**src/rtl/pdm_pcm_decimator.sv**
```systemverilog
// PDM word to PCM decimator: popcount, boxcar sum over N words, centre/scale/saturate, show-ahead FIFO.
// Define PDM_DECIMATOR_DC_BLOCK_EN to insert a first-order DC blocker (one extra cycle) before the FIFO.
module pdm_pcm_decimator #(
    parameter int WORD_LENGTH      = 16,
    parameter int DECIMATION_WORDS = 16,
    parameter int GAIN_SHIFT       = 7,
    parameter int FIFO_DEPTH       = 4,
    parameter int DC_SHIFT         = 8
) (
    input  logic                          clock_i,
    input  logic                          reset_ni,
    input  logic                          enable_i,
    input  logic                          word_valid_i,
    input  logic [WORD_LENGTH-1:0]        word_i,
    output logic signed [15:0]            pcm_o,
    output logic                          pcm_valid_o,
    input  logic                          pcm_ready_i,
    output logic                          overrun_o,
    output logic [$clog2(FIFO_DEPTH):0]   fill_o
);
    localparam int POP_W      = $clog2(WORD_LENGTH + 1);
    localparam int FULL_SCALE = WORD_LENGTH * DECIMATION_WORDS;
    localparam int ACC_W      = $clog2(FULL_SCALE + 1);
    localparam int CNT_W      = $clog2(DECIMATION_WORDS);
    localparam int PTR_W      = $clog2(FIFO_DEPTH);
    localparam int FILL_W     = PTR_W + 1;

    if (DECIMATION_WORDS < 2 || (FIFO_DEPTH & (FIFO_DEPTH - 1)) != 0 || FIFO_DEPTH < 2
        || DC_SHIFT < 1 || DC_SHIFT > 19) begin : g_bad_params
        $error("pdm_pcm_decimator: illegal parameter combination");
    end

    function automatic logic signed [15:0] sat16(input logic signed [19:0] v);
        if (v > 20'sd32767)       return 16'sh7FFF;
        else if (v < -20'sd32768) return 16'sh8000;
        else                      return v[15:0];
    endfunction

    logic [POP_W-1:0] w_pop;
    logic [POP_W-1:0] r_pop;
    logic             r_pop_v;
    logic [ACC_W-1:0] r_acc;
    logic [ACC_W-1:0] w_acc_next;
    logic [CNT_W-1:0] r_wcnt;
    logic [ACC_W-1:0] r_sum;
    logic             r_sum_v;

    always_comb begin
        w_pop = '0;
        for (int unsigned i = 0; i < WORD_LENGTH; i++) begin
            w_pop = w_pop + POP_W'(word_i[i]);
        end
    end

    assign w_acc_next = r_acc + ACC_W'(r_pop);

    always_ff @(posedge clock_i or negedge reset_ni) begin
        if (!reset_ni) begin
            r_pop   <= '0;
            r_pop_v <= 1'b0;
            r_acc   <= '0;
            r_wcnt  <= '0;
            r_sum   <= '0;
            r_sum_v <= 1'b0;
        end else if (!enable_i) begin
            r_pop_v <= 1'b0;
            r_acc   <= '0;
            r_wcnt  <= '0;
            r_sum_v <= 1'b0;
        end else begin
            r_pop_v <= word_valid_i;
            if (word_valid_i) r_pop <= w_pop;
            r_sum_v <= 1'b0;
            if (r_pop_v) begin
                // The Nth word goes straight into the latched sum, so the reload loses nothing.
                if (r_wcnt == CNT_W'(DECIMATION_WORDS - 1)) begin
                    r_sum   <= w_acc_next;
                    r_sum_v <= 1'b1;
                    r_acc   <= '0;
                    r_wcnt  <= '0;
                end else begin
                    r_acc   <= w_acc_next;
                    r_wcnt  <= r_wcnt + 1'b1;
                end
            end
        end
    end

    logic signed [31:0] w_c;
    logic signed [19:0] w_x;
    logic               w_push;
    logic signed [15:0] w_push_data;

    assign w_c = signed'(32'(r_sum)) * 32'sd2 - 32'(FULL_SCALE);
    assign w_x = 20'(w_c <<< GAIN_SHIFT);

`ifdef PDM_DECIMATOR_DC_BLOCK_EN
    logic signed [19:0] r_x_prev;
    logic signed [19:0] r_y;
    logic               r_y_v;
    logic signed [19:0] w_y_next;

    assign w_y_next = w_x - r_x_prev + r_y - (r_y >>> DC_SHIFT);

    always_ff @(posedge clock_i or negedge reset_ni) begin
        if (!reset_ni) begin
            r_x_prev <= '0;
            r_y      <= '0;
            r_y_v    <= 1'b0;
        end else if (!enable_i) begin
            r_x_prev <= '0;
            r_y      <= '0;
            r_y_v    <= 1'b0;
        end else begin
            r_y_v <= r_sum_v;
            if (r_sum_v) begin
                r_x_prev <= w_x;
                r_y      <= w_y_next;
            end
        end
    end

    assign w_push      = r_y_v;
    assign w_push_data = sat16(r_y);
`else
    assign w_push      = r_sum_v;
    assign w_push_data = sat16(w_x);
`endif

    logic signed [15:0] r_mem [FIFO_DEPTH];
    logic [PTR_W-1:0]   r_wr;
    logic [PTR_W-1:0]   r_rd;
    logic [FILL_W-1:0]  r_fill;
    logic               r_overrun;
    logic               w_fifo_pop;
    logic               w_full;
    logic               w_write;

    assign w_fifo_pop = pcm_valid_o && pcm_ready_i;
    assign w_full     = (r_fill == FILL_W'(FIFO_DEPTH));
    // A pop on the same edge frees the slot, so a full FIFO still accepts the push.
    assign w_write    = w_push && (!w_full || w_fifo_pop);

    always_ff @(posedge clock_i) begin
        if (w_write) r_mem[r_wr] <= w_push_data;
    end

    always_ff @(posedge clock_i or negedge reset_ni) begin
        if (!reset_ni) begin
            r_wr      <= '0;
            r_rd      <= '0;
            r_fill    <= '0;
            r_overrun <= 1'b0;
        end else begin
            if (w_write)    r_wr <= r_wr + 1'b1;
            if (w_fifo_pop) r_rd <= r_rd + 1'b1;
            if (w_push && !w_write) r_overrun <= 1'b1;
            case ({w_write, w_fifo_pop})
                2'b10:   r_fill <= r_fill + 1'b1;
                2'b01:   r_fill <= r_fill - 1'b1;
                default: r_fill <= r_fill;
            endcase
        end
    end

    assign pcm_valid_o = (r_fill != '0);
    assign pcm_o       = pcm_valid_o ? r_mem[r_rd] : '0;
    assign overrun_o   = r_overrun;
    assign fill_o      = r_fill;

endmodule

```
**config.mk**
```make
export PLATFORM = sky130hd
export DESIGN_NAME = pdm_pcm_decimator
export DESIGN_NICKNAME = d
export VERILOG_FILES = /design/src/rtl/pdm_pcm_decimator.sv
export SDC_FILE = /design/constraint.sdc
export NUM_CORES = 1
export LEC_CHECK = 0
export CAP_MARGIN = 20
export CORE_ASPECT_RATIO = 1.75
export CORE_MARGIN = 5
export CORE_UTILIZATION = 30
export DETAILED_ROUTE_END_ITERATION = 8
export PLACE_DENSITY = 0.48
export SYNTH_ARGS = -nofsm -noshare
export SYNTH_HDL_FRONTEND = slang
export SYNTH_SLANG_ARGS = --single-unit
export TNS_END_PERCENT = 1
```
**constraint.sdc**
```tcl
create_clock -name clock_i -period 5.75 [get_ports clock_i]
set_input_delay 1.15 -clock clock_i [delete_from_list [all_inputs] [get_ports clock_i]]
set_output_delay 1.15 -clock clock_i [all_outputs]
set_load 0.02 [all_outputs]
```
; ---- Word level (Yosys, flattened, before mapping)
; Memories as Yosys holds them, arrays and structs flattened.
; Cells that the tools add are included.
[classes]
n_addsub = 22
n_eq_ne = 5
n_lt_le_gt_ge = 2
mux = 16
n_reduce_logical = 10
[ops]
columns = op, count
row1 = $add 5x1->5, 11
row2 = $mux 16, 3
row3 = $mux 9, 3
row4 = $gt 18x16->1 const B, 1
row5 = $lt 18x16->1 const B, 1
row6 = $mux 4, 3
row7 = $sub 10x9->11 const B, 1
row8 = $add 9x5->9, 1
row9 = $mux 1, 6
row10 = $pmux 3 s2, 1
row11 = $add 4x1->5, 1
row12 = $add 2x1->2 const B, 2
row13 = $add 3x1->4, 1
row14 = $add 4x1->4 const B, 1
row15 = $eq 4x4->1 const B, 1
row16 = $add 2x1->3, 1
row17 = $add 3x1->3 const B, 1
row18 = $eq 3x3->1 const B, 1
row19 = $logic_and 1x1->1, 3
row20 = $reduce_and 3->1, 1
row21 = $reduce_bool 3->1, 1
row22 = $sub 3x1->3 const B, 1
row23 = $add 1x1->2, 1
row24 = $eq 2x1->1 const B, 1
row25 = other kinds (6), 7
[totals]
word_cells = 66
mem_count = 1
mem_bits_rw = 64
output_inout_bits = 21
ff_bits = 37
[mem_list]
columns = memory, depth, word_bits, read_ports, rd_ports_with_merged_regs, write_ports, line_no
row1 = r_mem, 4, 16, 1, 0, 1, 130  ; logic signed [15:0] r_mem [FIFO_DEPTH];

; ---- Logic depth before layout (Yosys ltp)
[logic_depth]
depth_word = 15
ltp_mapped = 13
depth_no_buf = 13

; ---- Worst setup path before layout
; No wires, ideal clock.
[synth_timing]
path_type = input to register
startpoint = input word_i[0]
endpoint = register r_pop[1]
t_arrival_ns = 4.024
required_ns = 5.625
cell_stages = 9
setup_slack_ns = 1.601
setup_time_ns = 0.125
path_cell_list = inv_1 > fa_1 > fa_1 > fa_1 > fa_1 > inv_1 > ha_1 > fa_1 > mux2_2
[synth_via]
elab_chain_len = 15
[synth_lines]
columns = item, line_no
row1 = "start, declared", 14  ; input logic [WORD_LENGTH-1:0] word_i,
row2 = $add 1x1->2, 51  ; w_pop = w_pop + POP_W'(word_i[i]);
row3 = $add 2x1->3, 51
row4 = $add 3x1->4, 51
row5 = $add 4x1->5, 51
row6 = $add 5x1->5 (11 in a row), 51
row7 = net w_pop[1], 39  ; logic [POP_W-1:0] w_pop;
row8 = "end signal, assigned", 72  ; if (word_valid_i) r_pop <= w_pop;
row9 = "end, declared", 40  ; logic [POP_W-1:0] r_pop;
; The timed path passes the listed nets, and every way through them passes these cells.
; A chain may end at the register's enable or synchronous reset.

; ---- Worst setup path in the final report
; Same ends and word-level chain as after synthesis.

==> impl_metrics.prom <==
# TYPE chip_impl_metric gauge
chip_impl_info{name="count_leader_synth",value="sky130_fd_sc_hd__dfrtp_1"} 1
chip_impl_metric{name="diodes",unit=""} 0
chip_impl_metric{name="fraction_of_synthesis_flops_using_an_asynchronous_set_or_reset_pin",unit="%"} 50.7
chip_impl_info{name="cpMostUsedCell",value="sky130_fd_sc_hd__fa_1"} 1
chip_impl_metric{name="floorplan.io_pins",unit=""} 42
chip_impl_metric{name="clk_lat_worst_skew",unit="ns"} 0.34
chip_impl_info{name="critical_path.endpoint_type",value="register"} 1
chip_impl_metric{name="placement.io_buffers",unit=""} 41
chip_impl_metric{name="synth_area_per_cell",unit="um^2"} 12.4
chip_impl_metric{name="first_pass_grt_wire_length",unit="um"} 11800
chip_impl_metric{name="gp_congestion",unit=""} 0.704
chip_impl_metric{name="yosys_register_bits",unit=""} 73
chip_impl_info{name="grt_setup_unrepaired",value="false"} 1
chip_impl_info{name="worstSetupStartpointType",value="primary input"} 1
chip_impl_info{name="cts-root-buf",value="sky130_fd_sc_hd__clkbuf_16"} 1
chip_impl_metric{name="cts-htree-levels",unit=""} 3
chip_impl_metric{name="finalCritPeriodShare",unit="%"} 75.4
chip_impl_metric{name="first_global_vias",unit=""} 2478
chip_impl_metric{name="critPathMaxStageDelay",unit="ns"} 0.56
chip_impl_metric{name="tritoncts_num_sinks",unit=""} 73
chip_impl_metric{name="hold_buf_cts",unit=""} 0
chip_impl_info{name="run_status",value="completed"} 1
chip_impl_metric{name="final_std_cell_area_no_fill",unit="um^2"} 4670
chip_impl_metric{name="pre_cts_ws",unit="ns"} 1.02
chip_impl_metric{name="route.antenna.remaining_nets",unit=""} 0
chip_impl_metric{name="max_slew_margin",unit="%"} 42.2
chip_impl_metric{name="synth.yosys.warnings",unit=""} 0
chip_impl_metric{name="path_max_fanout",unit=""} 2
chip_impl_metric{name="initialDrtViolationCount",unit=""} 71
chip_impl_metric{name="total_power",unit="W"} 0.00199
chip_impl_metric{name="core_region_area",unit="um^2"} 12500
chip_impl_info{name="path_cells",value="clkdlybuf4s50_1, inv_1, fa_1, fa_1, fa_1, fa_1, inv_1, ha_1, fa_1, mux2_2"} 1
chip_impl_metric{name="dp.final_hpwl",unit="um"} 5400
chip_impl_metric{name="rr_worst_depth",unit=""} 6
chip_impl_metric{name="tightestPinTransition",unit="ns"} 0.867
chip_impl_metric{name="nets_final",unit=""} 394
chip_impl_info{name="post_synth_main_area_contributors",value="sky130_fd_sc_hd__edfxtp_1, sky130_fd_sc_hd__dfrtp_1, sky130_fd_sc_hd__fa_1"} 1
chip_impl_metric{name="post_cts.repair.setup_buffers",unit=""} 0
chip_impl_info{name="hold_path.class",value="reg2reg"} 1
chip_impl_metric{name="synth_cells",unit=""} 309
chip_impl_metric{name="synth_top_area_share",unit="%"} 28.2
chip_impl_metric{name="synth_sequential_area_ratio",unit="%"} 52.3
chip_impl_info{name="hold_path_end",value="r_sum[1]"} 1
chip_impl_metric{name="worst_slack",unit="ns"} 1.41
chip_impl_metric{name="crit_arrival",unit="ns"} 4.56
chip_impl_info{name="synth.largest_area_cell",value="sky130_fd_sc_hd__edfxtp_1"} 1
chip_impl_metric{name="drcViolationCount",unit=""} 0
chip_impl_info{name="netlist_top_cells_count",value="sky130_fd_sc_hd__dfrtp_1, sky130_fd_sc_hd__edfxtp_1, sky130_fd_sc_hd__inv_1, sky130_fd_sc_hd__nand2_1, sky130_fd_sc_hd__ha_1"} 1
chip_impl_metric{name="fillerInstances",unit=""} 1235
chip_impl_metric{name="layout-drive-gt1-share",unit="%"} 11.7
chip_impl_info{name="timing.critical_path.from",value="word_i[0]"} 1
chip_impl_metric{name="syn_nets",unit=""} 357
chip_impl_metric{name="detail_route.wl_per_cell",unit="um"} 13.8
chip_impl_metric{name="finalCoreUtilization",unit="%"} 37.4
chip_impl_metric{name="tns",unit="ns"} 0
chip_impl_metric{name="cts.reportedPaths.clkPinSlew",unit="ns"} 0.06
chip_impl_metric{name="antenna_violations_before_repair",unit=""} 0
chip_impl_metric{name="post_synth_instance_area",unit="um^2"} 3840
chip_impl_metric{name="pin_count_of_the_biggest_net_entering_global_routing",unit=""} 38
chip_impl_metric{name="hold_viol",unit=""} 0
chip_impl_metric{name="die_h",unit="um"} 160
chip_impl_metric{name="ff2ff_setup_slack",unit="ns"} 3.59
chip_impl_metric{name="detailroute.via_count",unit=""} 2368
chip_impl_metric{name="final.min_clock_period",unit="ns"} 4.34
chip_impl_metric{name="globalRoute.totalOverflow",unit=""} 0
chip_impl_metric{name="numCtsBuffers",unit=""} 9
chip_impl_metric{name="maxClockFrequency",unit="GHz"} 0.231
chip_impl_info{name="tritoncts_clock_tree",value="yes"} 1
chip_impl_metric{name="finalClockSkew",unit="ns"} 0.00925
chip_impl_metric{name="placedInstanceArea",unit="um^2"} 4350
chip_impl_info{name="critPathSlowestCell",value="sky130_fd_sc_hd__fa_1"} 1
chip_impl_metric{name="setup-violations-final",unit=""} 0
chip_impl_metric{name="synth-edff-count",unit=""} 36
chip_impl_metric{name="detailedRoute.firstPassIterationCount",unit=""} 4
chip_impl_metric{name="post_synth_num_cell_types",unit=""} 46
chip_impl_metric{name="maxCapViolCount",unit=""} 0
chip_impl_info{name="path_class",value="in2reg"} 1
chip_impl_metric{name="postRouteWirelength",unit="um"} 7140
chip_impl_metric{name="vdd.ir_drop.worst",unit="V"} 0.000138
chip_impl_metric{name="design.die.area",unit="um^2"} 15200
chip_impl_info{name="worstReg2RegStart",value="fill_o[1]"} 1
chip_impl_metric{name="p_leak",unit="nW"} 1.97
chip_impl_info{name="rr_endpoint",value="fill_o[1]"} 1
chip_impl_metric{name="routed_via_density",unit=""} 4.56
chip_impl_metric{name="grt_usage",unit="%"} 10.0
chip_impl_metric{name="maxSlewViolCount",unit=""} 0
chip_impl_metric{name="max_root_sink_buffers",unit=""} 2
chip_impl_info{name="holdCritStartpoint",value="r_sum[1]"} 1
chip_impl_metric{name="worstPathRequired",unit="ns"} 5.97
chip_impl_metric{name="powerDensity",unit="nW/um^2"} 426
chip_impl_metric{name="syn_to_final_growth",unit="%"} 21.8
chip_impl_metric{name="timing.hold.worst_path_depth",unit=""} 2
chip_impl_metric{name="row_count",unit=""} 54
chip_impl_metric{name="die_w",unit="um"} 95.5
chip_impl_metric{name="initial_core_util",unit="%"} 30.7
chip_impl_metric{name="ctsResizeCount",unit=""} 0
chip_impl_info{name="ys.flop_type",value="sky130_fd_sc_hd__dfrtp_1"} 1
## per-stage QoR
| stage | hold WS [ns] | std cells |
|---|---|---|
| 2_1_floorplan | 0.437 | 309 |
| 3_3_place_gp | 0.450 | 503 |
| 3_5_place_dp | 0.455 | 503 |
| 4_1_cts | 0.471 | 519 |
| 5_1_grt | 0.496 | 519 |
| 6_report | 0.464 | 519 |
## sequential cells by signal, indices dropped and copies added (netlist names)
signal / cells
fill_o: 3
r_mem: 36
r_rd: 2
r_wr: 2
r_sum: 9
r_acc: 9
overrun_o: 1
r_wcnt: 4
r_pop_v: 1
r_pop: 5
r_sum_v: 1
## layer usage
metal  global-route usage (%)  up-vias  share of wire (%)
met1                     10.0     1154                 36
li1                         -     1166                  -
met2                     19.0       38                 58
met3                     2.35       10                4.1
met4                     4.27        0                1.8
met5                        0        -                  0
## how the worst max path moves through the flow
stage	end	slack, ns	cells past startpoint
3_5_place_dp	r_pop[3]	1.02	12
2_1_floorplan	r_pop[1]	1.60	9
5_1_grt	r_pop[3]	1.26	12
6_report	r_pop[1]	1.41	10
4_1_cts	r_pop[3]	1.38	12
3_3_place_gp	r_pop[3]	1.09	12
## worst max-delay path, delay by kind of cell
kind       cells  cell delay (ns)
fa+ha+maj      6             2.62
buf+inv        3             0.54
mux            1             0.26
## report_power, final
group	internal, W	switching, W	total [W]
logic	0.000371	0.000350	0.000720
registers	0.000590	0.0000711	0.000662
clock network	0.000383	0.000226	0.000609
total	0.00134	0.000647	0.00199
## cell families (layout without fill, tap and decap cells)
logic type | after synthesis | in the layout | share of synthesized area, %
XOR/XNOR | 10 | 10 | 2.28
multiplexers | 16 | 16 | 7.27
flip-flops | 73 | 73 | 52.3
AND/OR/NAND/NOR | 79 | 79 | 11.2
adder cells (fa/ha/maj) | 27 | 27 | 11.2
AO/OA/AOI/OAI | 53 | 53 | 9.46
buffers and inverters | 51 | 93 | 6.36
## layout by cell type, fill, tap and decap left out, types with 7 or more instances in the layout
cell	instances
sky130_fd_sc_hd__o21ai_0	9
sky130_fd_sc_hd__mux4_2	9
sky130_fd_sc_hd__ha_1	15
sky130_fd_sc_hd__or2_2	7
sky130_fd_sc_hd__nor2_1	11
sky130_fd_sc_hd__edfxtp_1	36
sky130_fd_sc_hd__clkdlybuf4s50_1	40
sky130_fd_sc_hd__and2_1	14
sky130_fd_sc_hd__a21oi_1	7
sky130_fd_sc_hd__nand3_1	8
sky130_fd_sc_hd__clkbuf_16	9
sky130_fd_sc_hd__o211ai_1	7
sky130_fd_sc_hd__inv_1	35
sky130_fd_sc_hd__dfrtp_1	37
sky130_fd_sc_hd__fa_1	12
sky130_fd_sc_hd__nand2_1	22
## final cells by class
| cell class | count | area (um^2) | share of cell area, % |
|---|---|---|---|
| sequential | 73 | 2010 | 42.9 |
| multi-input combinational | 185 | 1590 | 33.9 |
| clock inverter | 7 | 101 | 2.17 |
| tap | 168 | 210 | 4.50 |
| timing repair buffer | 42 | 413 | 8.83 |
| inverter | 35 | 131 | 2.81 |
| clock buffer | 9 | 225 | 4.82 |
Note: power is estimated with default switching activity, not from simulation.
